==> src/rtl/uart_pkg.sv <==
// Shared types and constants for the UART receive path.
package uart_pkg;

    // Receiver FSM states; RX_PARITY is only entered when parity is compiled in.
    typedef enum logic [2:0] {
        RX_IDLE,
        RX_START,
        RX_DATA,
        RX_PARITY,
        RX_STOP,
        RX_WAIT_HIGH
    } rx_state_t;

    // 100 MHz system clock / 115200 baud.
    localparam int CLK_PER_BIT_DEF = 868;

    // Value presented on rd_data while the buffer is empty.
    localparam logic [7:0] RD_EMPTY = 8'h00;

endpackage

==> src/rtl/uart_rx_buf_if.sv <==
// Core-side read port of the UART receive buffer (MMIO address 0).
interface uart_rx_buf_if;
    logic       rd_en;
    logic       clr_err;
    logic [7:0] rd_data;
    logic       rx_valid;
    logic       overrun;
    logic       frame_err;
    logic       parity_err;

    // Core / load unit side.
    modport master (
        output rd_en, clr_err,
        input  rd_data, rx_valid, overrun, frame_err, parity_err
    );

    // Receiver side.
    modport slave (
        input  rd_en, clr_err,
        output rd_data, rx_valid, overrun, frame_err, parity_err
    );
endinterface

==> src/rtl/rx_fifo.sv <==
// Small first-word-fall-through FIFO with wrap-bit pointers.
// A push into a full FIFO succeeds only if a pop happens in the same cycle;
// a pop on an empty FIFO is ignored even when a push arrives alongside it.
module rx_fifo #(
    parameter int DEPTH = 16,
    parameter int W     = 8
) (
    input  logic         clk,
    input  logic         rst,
    input  logic         push,
    input  logic [W-1:0] push_data,
    input  logic         pop,
    output logic [W-1:0] head,
    output logic         empty,
    output logic         full,
    output logic         drop
);
    localparam int AW = $clog2(DEPTH);

    logic [AW:0]  wr_ptr;
    logic [AW:0]  rd_ptr;
    logic [W-1:0] mem [DEPTH];
    logic         do_pop;
    logic         do_push;

    assign empty   = (wr_ptr == rd_ptr);
    assign full    = (wr_ptr[AW-1:0] == rd_ptr[AW-1:0]) && (wr_ptr[AW] != rd_ptr[AW]);
    assign do_pop  = pop && !empty;
    assign do_push = push && (!full || do_pop);
    assign drop    = push && full && !pop;
    assign head    = mem[rd_ptr[AW-1:0]];

    // Pointer update; the extra MSB distinguishes full from empty.
    always_ff @(posedge clk) begin
        if (rst) begin
            wr_ptr <= '0;
            rd_ptr <= '0;
        end else begin
            if (do_push) wr_ptr <= wr_ptr + 1'b1;
            if (do_pop)  rd_ptr <= rd_ptr + 1'b1;
        end
    end

    // Storage write; contents need no reset since empty masks them.
    always_ff @(posedge clk) begin
        if (do_push) mem[wr_ptr[AW-1:0]] <= push_data;
    end

endmodule

==> src/rtl/uart_rx_buf.sv <==
// UART receiver (8 data bits, LSB first) feeding a receive FIFO for the
// data-memory MMIO port. Optional even parity: define UART_RX_PARITY_EN.
module uart_rx_buf
    import uart_pkg::*;
#(
    parameter int CLK_PER_BIT = CLK_PER_BIT_DEF,
    parameter int DEPTH       = 16
) (
    input  logic          clk,
    input  logic          rst,
    input  logic          rxd,
    uart_rx_buf_if.slave  bus
);
    localparam int CW = $clog2(CLK_PER_BIT);
    localparam logic [CW-1:0] HALF = CW'(CLK_PER_BIT / 2 - 1);
    localparam logic [CW-1:0] LAST = CW'(CLK_PER_BIT - 1);

    logic          rxd_meta;
    logic          rxs;
    rx_state_t     state;
    logic [CW-1:0] cnt;
    logic [2:0]    bit_idx;
    logic [7:0]    shreg;
    logic          push;
    logic          par_bad;
    logic          frame_err_q;
    logic          overrun_q;
    logic [7:0]    head;
    logic          empty;
    logic          full;
    logic          drop;

    // Two-flop synchroniser; idles high so reset does not look like a start bit.
    always_ff @(posedge clk) begin
        if (rst) begin
            rxd_meta <= 1'b1;
            rxs      <= 1'b1;
        end else begin
            rxd_meta <= rxd;
            rxs      <= rxd_meta;
        end
    end

`ifdef UART_RX_PARITY_EN
    logic parity_err_q;
`endif

    // Receive FSM: mid-bit sampling, registered push strobe and sticky error flags.
    always_ff @(posedge clk) begin
        if (rst) begin
            state       <= RX_IDLE;
            cnt         <= '0;
            bit_idx     <= '0;
            shreg       <= '0;
            push        <= 1'b0;
            par_bad     <= 1'b0;
            frame_err_q <= 1'b0;
`ifdef UART_RX_PARITY_EN
            parity_err_q <= 1'b0;
`endif
        end else begin
            push <= 1'b0;
            // Clear first so a set later in this block wins.
            if (bus.clr_err) begin
                frame_err_q <= 1'b0;
`ifdef UART_RX_PARITY_EN
                parity_err_q <= 1'b0;
`endif
            end
            case (state)
                RX_IDLE: begin
                    cnt     <= '0;
                    par_bad <= 1'b0;
                    if (!rxs) state <= RX_START;
                end
                RX_START: begin
                    if (cnt == HALF) begin
                        cnt     <= '0;
                        bit_idx <= '0;
                        state   <= rxs ? RX_IDLE : RX_DATA;
                    end else begin
                        cnt <= cnt + 1'b1;
                    end
                end
                RX_DATA: begin
                    if (cnt == LAST) begin
                        cnt     <= '0;
                        shreg   <= {rxs, shreg[7:1]};
                        bit_idx <= bit_idx + 1'b1;
`ifdef UART_RX_PARITY_EN
                        if (bit_idx == 3'd7) state <= RX_PARITY;
`else
                        if (bit_idx == 3'd7) state <= RX_STOP;
`endif
                    end else begin
                        cnt <= cnt + 1'b1;
                    end
                end
`ifdef UART_RX_PARITY_EN
                RX_PARITY: begin
                    if (cnt == LAST) begin
                        cnt   <= '0;
                        state <= RX_STOP;
                        if (rxs != ^shreg) begin
                            par_bad      <= 1'b1;
                            parity_err_q <= 1'b1;
                        end
                    end else begin
                        cnt <= cnt + 1'b1;
                    end
                end
`endif
                RX_STOP: begin
                    if (cnt == LAST) begin
                        cnt <= '0;
                        if (rxs) begin
                            push  <= !par_bad;
                            state <= RX_IDLE;
                        end else begin
                            frame_err_q <= 1'b1;
                            state       <= RX_WAIT_HIGH;
                        end
                    end else begin
                        cnt <= cnt + 1'b1;
                    end
                end
                RX_WAIT_HIGH: begin
                    if (rxs) state <= RX_IDLE;
                end
                default: state <= RX_IDLE;
            endcase
        end
    end

    rx_fifo #(.DEPTH(DEPTH), .W(8)) u_fifo (
        .clk       (clk),
        .rst       (rst),
        .push      (push),
        .push_data (shreg),
        .pop       (bus.rd_en),
        .head      (head),
        .empty     (empty),
        .full      (full),
        .drop      (drop)
    );

    // Sticky overrun: a byte was lost because the FIFO was full with no pop.
    always_ff @(posedge clk) begin
        if (rst) begin
            overrun_q <= 1'b0;
        end else begin
            if (bus.clr_err) overrun_q <= 1'b0;
            if (drop)        overrun_q <= 1'b1;
        end
    end

    // All outputs come from flops only; rxd never reaches them combinationally.
    assign bus.rx_valid  = !empty;
    assign bus.rd_data   = empty ? RD_EMPTY : head;
    assign bus.overrun   = overrun_q;
    assign bus.frame_err = frame_err_q;
`ifdef UART_RX_PARITY_EN
    assign bus.parity_err = parity_err_q;
`else
    assign bus.parity_err = 1'b0;
`endif

endmodule

==> src/flat_wrapper.sv <==
// flat-port wrapper written by rule: the top's interface ports become plain ports
module uart_rx_buf_flat import uart_pkg::*;
#(
    parameter int CLK_PER_BIT = CLK_PER_BIT_DEF,
    parameter int DEPTH       = 16
)
  (clk, rst, rxd, bus_rd_en, bus_clr_err, bus_rd_data, bus_rx_valid, bus_overrun, bus_frame_err, bus_parity_err);
  uart_rx_buf_if bus_i ();
  input  logic clk;
  input  logic rst;
  input  logic rxd;
  input wire logic [$bits(bus_i.rd_en)-1:0] bus_rd_en;
  input wire logic [$bits(bus_i.clr_err)-1:0] bus_clr_err;
  output wire logic [$bits(bus_i.rd_data)-1:0] bus_rd_data;
  output wire logic [$bits(bus_i.rx_valid)-1:0] bus_rx_valid;
  output wire logic [$bits(bus_i.overrun)-1:0] bus_overrun;
  output wire logic [$bits(bus_i.frame_err)-1:0] bus_frame_err;
  output wire logic [$bits(bus_i.parity_err)-1:0] bus_parity_err;
  assign bus_i.rd_en = bus_rd_en;
  assign bus_i.clr_err = bus_clr_err;
  assign bus_rd_data = bus_i.rd_data;
  assign bus_rx_valid = bus_i.rx_valid;
  assign bus_overrun = bus_i.overrun;
  assign bus_frame_err = bus_i.frame_err;
  assign bus_parity_err = bus_i.parity_err;
  uart_rx_buf #(.CLK_PER_BIT(CLK_PER_BIT), .DEPTH(DEPTH)) u_core (.clk(clk), .rst(rst), .rxd(rxd), .bus(bus_i));
endmodule
==> config.mk <==
export PLATFORM = sky130hd
export DESIGN_NAME = uart_rx_buf_flat
export DESIGN_NICKNAME = d
export VERILOG_FILES = /design/src/rtl/uart_pkg.sv /design/src/rtl/uart_rx_buf_if.sv /design/src/rtl/rx_fifo.sv /design/src/rtl/uart_rx_buf.sv /design/src/flat_wrapper.sv
export SDC_FILE = /design/constraint.sdc
export NUM_CORES = 1
export LEC_CHECK = 0
export CORE_ASPECT_RATIO = 1.5
export CORE_MARGIN = 1
export CORE_UTILIZATION = 65
export DETAILED_ROUTE_END_ITERATION = 6
export PLACE_DENSITY = 0.85
export SETUP_SLACK_MARGIN = 0.1
export SYNTH_ARGS = -nofsm -noshare
export SYNTH_HDL_FRONTEND = slang
export SYNTH_SLANG_ARGS = --single-unit
==> constraint.sdc <==
create_clock -name clk -period 3.4 [get_ports clk]
set_clock_uncertainty 0.1 [all_clocks]
set_input_delay 0.51 -clock clk [delete_from_list [all_inputs] [get_ports clk]]
set_output_delay 0.51 -clock clk [all_outputs]
set_load 0.005 [all_outputs]
### Word-level counts from Yosys, hierarchy flattened

Memory sizes are Yosys's and may differ from the RTL's. A register that Yosys moved wholly into a read port is not among the register bits.
Cells that the tools add are included.

* memories: 1
* memory bits (writable): 128
* register bits after elaboration: 39
* output and inout bits: 12

* reductions and logical operators: 18
* add/subtract/negate cells: 4
* equality and inequality tests: 16
* bitwise operators: 3
* muxes and demuxes: 26

Memory list
* u_core.u_fifo.mem: depth 16, width 8, read ports 1, clocked after memory_dff 1, write ports 1, RTL line rx_fifo.sv:22 `logic [W-1:0] mem [DEPTH];`

Operators with widths (count)
* case mux 10 bit (3 select lines): 1
* two-way mux 3 bit: 9
* two-way mux 10 bit: 2
* case mux 3 bit (5 select lines): 1
* adder 10 x 1 -> 10 bit, second input constant: 1
* adder 5 x 1 -> 5 bit, second input constant: 2
* == test 10 bit, second input constant: 1
* == test 10 x 9 -> 1 bit, second input constant: 1
* inequality test 2 x 1 -> 1 bit, second input constant: 5
* == test 3 bit, second input constant: 3
* two-way mux 1 bit: 8
* two-way mux 4 bit: 2
* two-way mux 8 bit: 1
* case mux 3 bit (2 select lines): 1
* AND reduction 6 bit: 1
* == test 5 bit: 1
* logical AND 1 bit: 5
* == test 4 bit: 1
* nonzero test 2 bit: 2
* OR reduction 4 bit: 1
* adder 3 x 1 -> 3 bit, second input constant: 1
* == test 3 x 1 -> 1 bit, second input constant: 1
* == test 3 x 2 -> 1 bit, second input constant: 1
* zero test 1 bit: 3
* 10 further kinds: 12

### Logic depth before layout (Yosys ltp)

* depth after elaboration: 7
* depth in mapped cells: 7

### Modules after synthesis

From an unflattened synthesis, not the netlist that was laid out.

* cells, all modules: 441
* area total of the unflattened synthesis: 7264.5 um2

By module, submodules not included
* rx_fifo: sequential area each 4124.0 um2, area an instance 5745.5 um2, instances 1, cells an instance 266
* uart_rx_buf: sequential area each 580.6 um2, area an instance 1519.0 um2, instances 1, cells an instance 175

### Worst setup path before layout

No wires, ideal clock.

* kind: flip-flop to flip-flop
* start: register u_core.u_fifo.wr_ptr[3]
* end: memory u_core.u_fifo.mem[0][0] (enable)
* cell stages (with the launch flop): 8
* data arrival time: 1769 ps
* period minus slack after synthesis: 2252 ps
* buffers on the path: 2
* library setup time: 383 ps
* required time: 2917 ps
* slack: 1148 ps
* cells stage by stage: dfxtp_1 buf_4 xnor2_2 and4_4 buf_6 a21oi_4 nand2_1 nor3_1

* word-level cells in the longest chain between the ends: 7
* elaborated cells between the ends (all ways): 10

RTL lines
* from (decl): RTL line rx_fifo.sv:20 `logic [AW:0] wr_ptr;`
* from (signal assigned): RTL line rx_fifo.sv:39 `if (do_push) wr_ptr <= wr_ptr + 1'b1;`
* == test 5 bit / == test 4 bit (equally long branches): RTL line rx_fifo.sv:26, rx_fifo.sv:27
* zero test 1 bit / logical AND 1 bit (equally long branches): RTL line rx_fifo.sv:28, rx_fifo.sv:27
* logical AND 1 bit / zero test 1 bit (equally long branches): RTL line rx_fifo.sv:28, rx_fifo.sv:29
* logical OR 1 bit: RTL line rx_fifo.sv:29 `assign do_push = push && (!full || do_pop);`
* logical AND 1 bit: RTL line rx_fifo.sv:29
* two-way mux 1 bit: RTL line rx_fifo.sv:46 `if (do_push) mem[wr_ptr[AW-1:0]] <= push_data;`
* two-way mux 1 bit (implied by the code): RTL line rx_fifo.sv:46
* to (decl): RTL line rx_fifo.sv:22

Parallel ways exist; a longest one is shown, timed or not.

==> impl_metrics.py <==
metrics = {
    "status": {
        "status": "complete, no violations",
    },
    "sta": {
        "fin_crit_sh_pct": 95.2,
        "post-route-min-period_ns": 3.24,
        "setup_viol": 0,
        "rsz0062_at_grt": "true",
        "hold_violations": 0,
        "slew_margin_rel_pct": 42.8,
        "setup-tns-final_ns": 0,
        "final_max_slew_viol_count": 0,
        "clock.fmax_mhz": 309,
        "worstMarginPinSlew_ns": 0.855,
    },
    "logic_synthesis": {
        "yosysWarningCount": 0,
        "syn-cell-area_sq_mm": 0.00717,
        "synthesized_area_per_cell_sq_um": 15.8,
        "postSynth.topFlopCell": "edfxtp_1",
        "synth.largest_area_cell": "edfxtp_1",
        "synthArstFlopShare_pct": 0,
        "synth_top_cells_by_area": "edfxtp_1 54%, dfxtp_1 12%, mux4_2 10%",
        "flops_latches_synth": 171,
        "synth-seq-area-share_pct": 65.6,
        "synthesis.instances": 455,
        "synth_top_area_share_pct": 53.6,
        "synth_fp_nets": 469,
        "post_synth_num_cell_types": 64,
        "synth_edf_count": 128,
    },
    "route": {
        "remaining_drcs": 0,
        "drt.antenna.violating_nets": 0,
        "detail_route.iter0.violations": 419,
        "post_drt_wl_per_cell_um": 23.3,
        "vias_per_cell": 6.37,
        "detail_route.wirelength_mm": 15.0,
        "firstDrtPassIters": 5,
        "route.vias.total": 4100,
    },
    "global_route": {
        "grt_pass1_vias": 4167,
        "wire_length_of_the_first_global_routing_pass_mm": 22.9,
        "globalRouteTotalUtil_pct": 28.7,
        "initial_antenna_violation_count": 0,
        "grt_start_max_net_pins": 37,
        "globalRouteOverflowTotal": 0,
    },
    "critical_path": {
        "criticalPathCategory": "reg -> out",
        "crit_path_max_fanout": 13,
        "startpoint_type": "flop",
        "setup.worst_path.end_class": "output port",
        "cp.arrival_ns": 2.63,
        "worst_ep_required_time_ns": 2.79,
    },
    "power": {
        "power.static_leakage_uw": 0.00269,
        "power.density_mw_per_mm2": 532,
        "peak_supply_drop_mv": 0.444,
    },
    "cts": {
        "tritoncts": "yes",
        "clock_sinks": 171,
        "cts.hold.buffers_added": 0,
        "clk_root_buffer_cell": "clkbuf_16",
        "tritoncts.num_buffers": 17,
        "worstSkewPairLatency_ns": 0.42,
        "cts_max_path_buffers": 2,
        "cts.clk_slew.worst_paths_ns": 0.07,
        "cts-htree-levels": 4,
    },
    "cells_and_area": {
        "number_of_antenna_repair_diodes": 0,
        "postLayoutCoreUtil_pct": 76.5,
        "layout-drive-gt1-share_pct": 21.4,
        "area.growth.synth_to_final_pct": 13.5,
        "final_nets": 501,
    },
    "floorplanning": {
        "rows": 46,
        "floorplan.die.height_um": 131,
        "initial_standard_cell_utilization_of_the_core_pct": 67.4,
        "fp.dieW_um": 87.8,
        "floorplan.die_area_sq_mm": 0.0115,
        "ioPinCount": 17,
        "placeableCoreArea_sq_mm": 0.0106,
    },
    "placement": {
        "place.gp.congestion": 0.842,
        "place_hpwl_mm": 9.26,
        "placement.io_buffers": 15,
    },
    "run": {
        "max_cap_violations": 0,
    },
    "worst_hold_path": {
        "timing.hold.worst.class": "reg -> reg",
    },
}
[kinds of logic after synthesis]
group / count (synthesis) / share of synthesized area [%]
xor+xnor: 17 / 2.29
simple gates: 115 / 8.85
flops: 171 / 65.6
other cells: 1 / 0.0523
compound gates: 58 / 6.37
mux: 50 / 12.6
buf+inv: 34 / 2.72
fa+ha+maj: 9 / 1.57
[flip-flops by register name (all words and copies together) (netlist names), named ones only]
signal                flops
u_core.bus.overrun        1
u_core.bit_idx            3
u_core.u_fifo.mem       128
u_core.rxd_meta           1
u_core.u_fifo.wr_ptr      5
u_core.rxs                1
u_core.state              3
u_core.u_fifo.rd_ptr      5
u_core.cnt               10
u_core.shreg              8
u_core.bus.frame_err      1
u_core.push               1
[metrics by stage]
step / worst slack, ns / total power [uW] / cell area [sq um] / std cells / hold WS [ns]
2_1_floorplan: 1.15 / 2360 / 7170 / 455 / 0.289
3_3_place_gp: 0.481 / 2380 / 7500 / 609 / 0.292
3_5_place_dp: 0.395 / 2380 / 7500 / 609 / 0.300
4_1_cts: 0.154 / 4340 / 8140 / 644 / 0.315
5_1_grt: 0.0513 / 4430 / 8140 / 644 / 0.321
6_report: 0.164 / 4330 / 8140 / 644 / 0.315
[final timing paths]
check | endpoint | slack [ns] | cells past startpoint | start
setup / recovery | bus_rd_data[1] | 0.16 | 5 | flop
hold / removal | u_core.rxs | 0.32 | 1 | u_core.rxd_meta
setup reg to reg | u_core.u_fifo.mem[7][1] | 1.09 | 4 | u_core.u_fifo.wr_ptr[3]
hold reg to reg | u_core.rxs | 0.32 | 1 | u_core.rxd_meta
[cell usage in the layout, fill, tap and decap left out, drive strengths merged, types with 4 or more instances in the layout]
master and instances:
edfxtp 128, nor2 43, dfxtp 43, mux4 32, buf 22, a211oi 20, mux2i 18, nand2 18
clkbuf 18, clkdlybuf4s50 15, inv 14, xnor2 12, nand3 10, nor2b 9, ha 9, a21oi 9
o21ai 9, clkinv 6, xor2 5, nand4 5, nor3 5, nor3b 5, or2 4
[layout make-up]
type	instances	area, sq um
clock buffers	18	429
clock inverters	14	186
fillers	599	2510
inverters	10	37.5
multi-input cells	250	2270
flip-flops and latches	171	4710
well taps	144	180
repair buffers	37	328
[cells in the mapped netlist, types with 2 or more instances]
cell	n
or4_1	2
buf_6	4
xnor2_1	10
edfxtp_1	128
a211oi_2	2
o21ai_0	5
xor2_1	5
nand2b_1	3
inv_1	10
buf_4	3
a2bb2oi_1	2
dfxtp_1	43
xnor2_2	2
nor2_1	42
o21ai_1	4
mux4_2	32
a2111oi_0	2
and2_1	2
a31oi_1	3
nand2_1	18
nand3_1	8
buf_2	8
nand4_1	5
a21o_1	2
mux2i_1	18
ha_1	9
or2_1	2
clkbuf_1	6
buf_1	2
nor3b_1	3
or2_2	2
o211ai_1	2
a21oi_1	8
nor3_1	4
a211oi_1	17
nor2b_1	9
[repair_timing]
action | CTS | global route
gates resized for setup | 1 | 0
hold endpoints to repair | 0 | 0
gates cloned | 0 | 0
setup endpoints to repair | 8 | 3
buffers inserted | 3 | 0
[routing by layer]
layer / part of all wire (%) / GRT usage (%) / up-vias
met5: 0 / 0 / -
met4: 3.7 / 15.3 / 0
li1: - / - / 1817
met2: 53 / 49.7 / 182
met1: 37 / 33.3 / 2060
met3: 5.7 / 5.72 / 41
[power breakdown]
group / internal, uW / total (uW) / switching [uW] / leakage (uW)
Sequential: 2220 / 2240 / 21.6 / 0.00153
Clock: 1170 / 1990 / 820 / 0.000299
Combinational: 35.8 / 92.8 / 57.1 / 0.000857
[worst max-delay path, stage by stage (launching register included)]
cell	delay (ns)
dfxtp_4	0.50
buf_4	0.18
mux4_2	0.49
a211oi_1	0.41
a211oi_1	0.13
clkdlybuf4s50_1	0.49
Note: power is estimated with default switching activity, not from simulation.
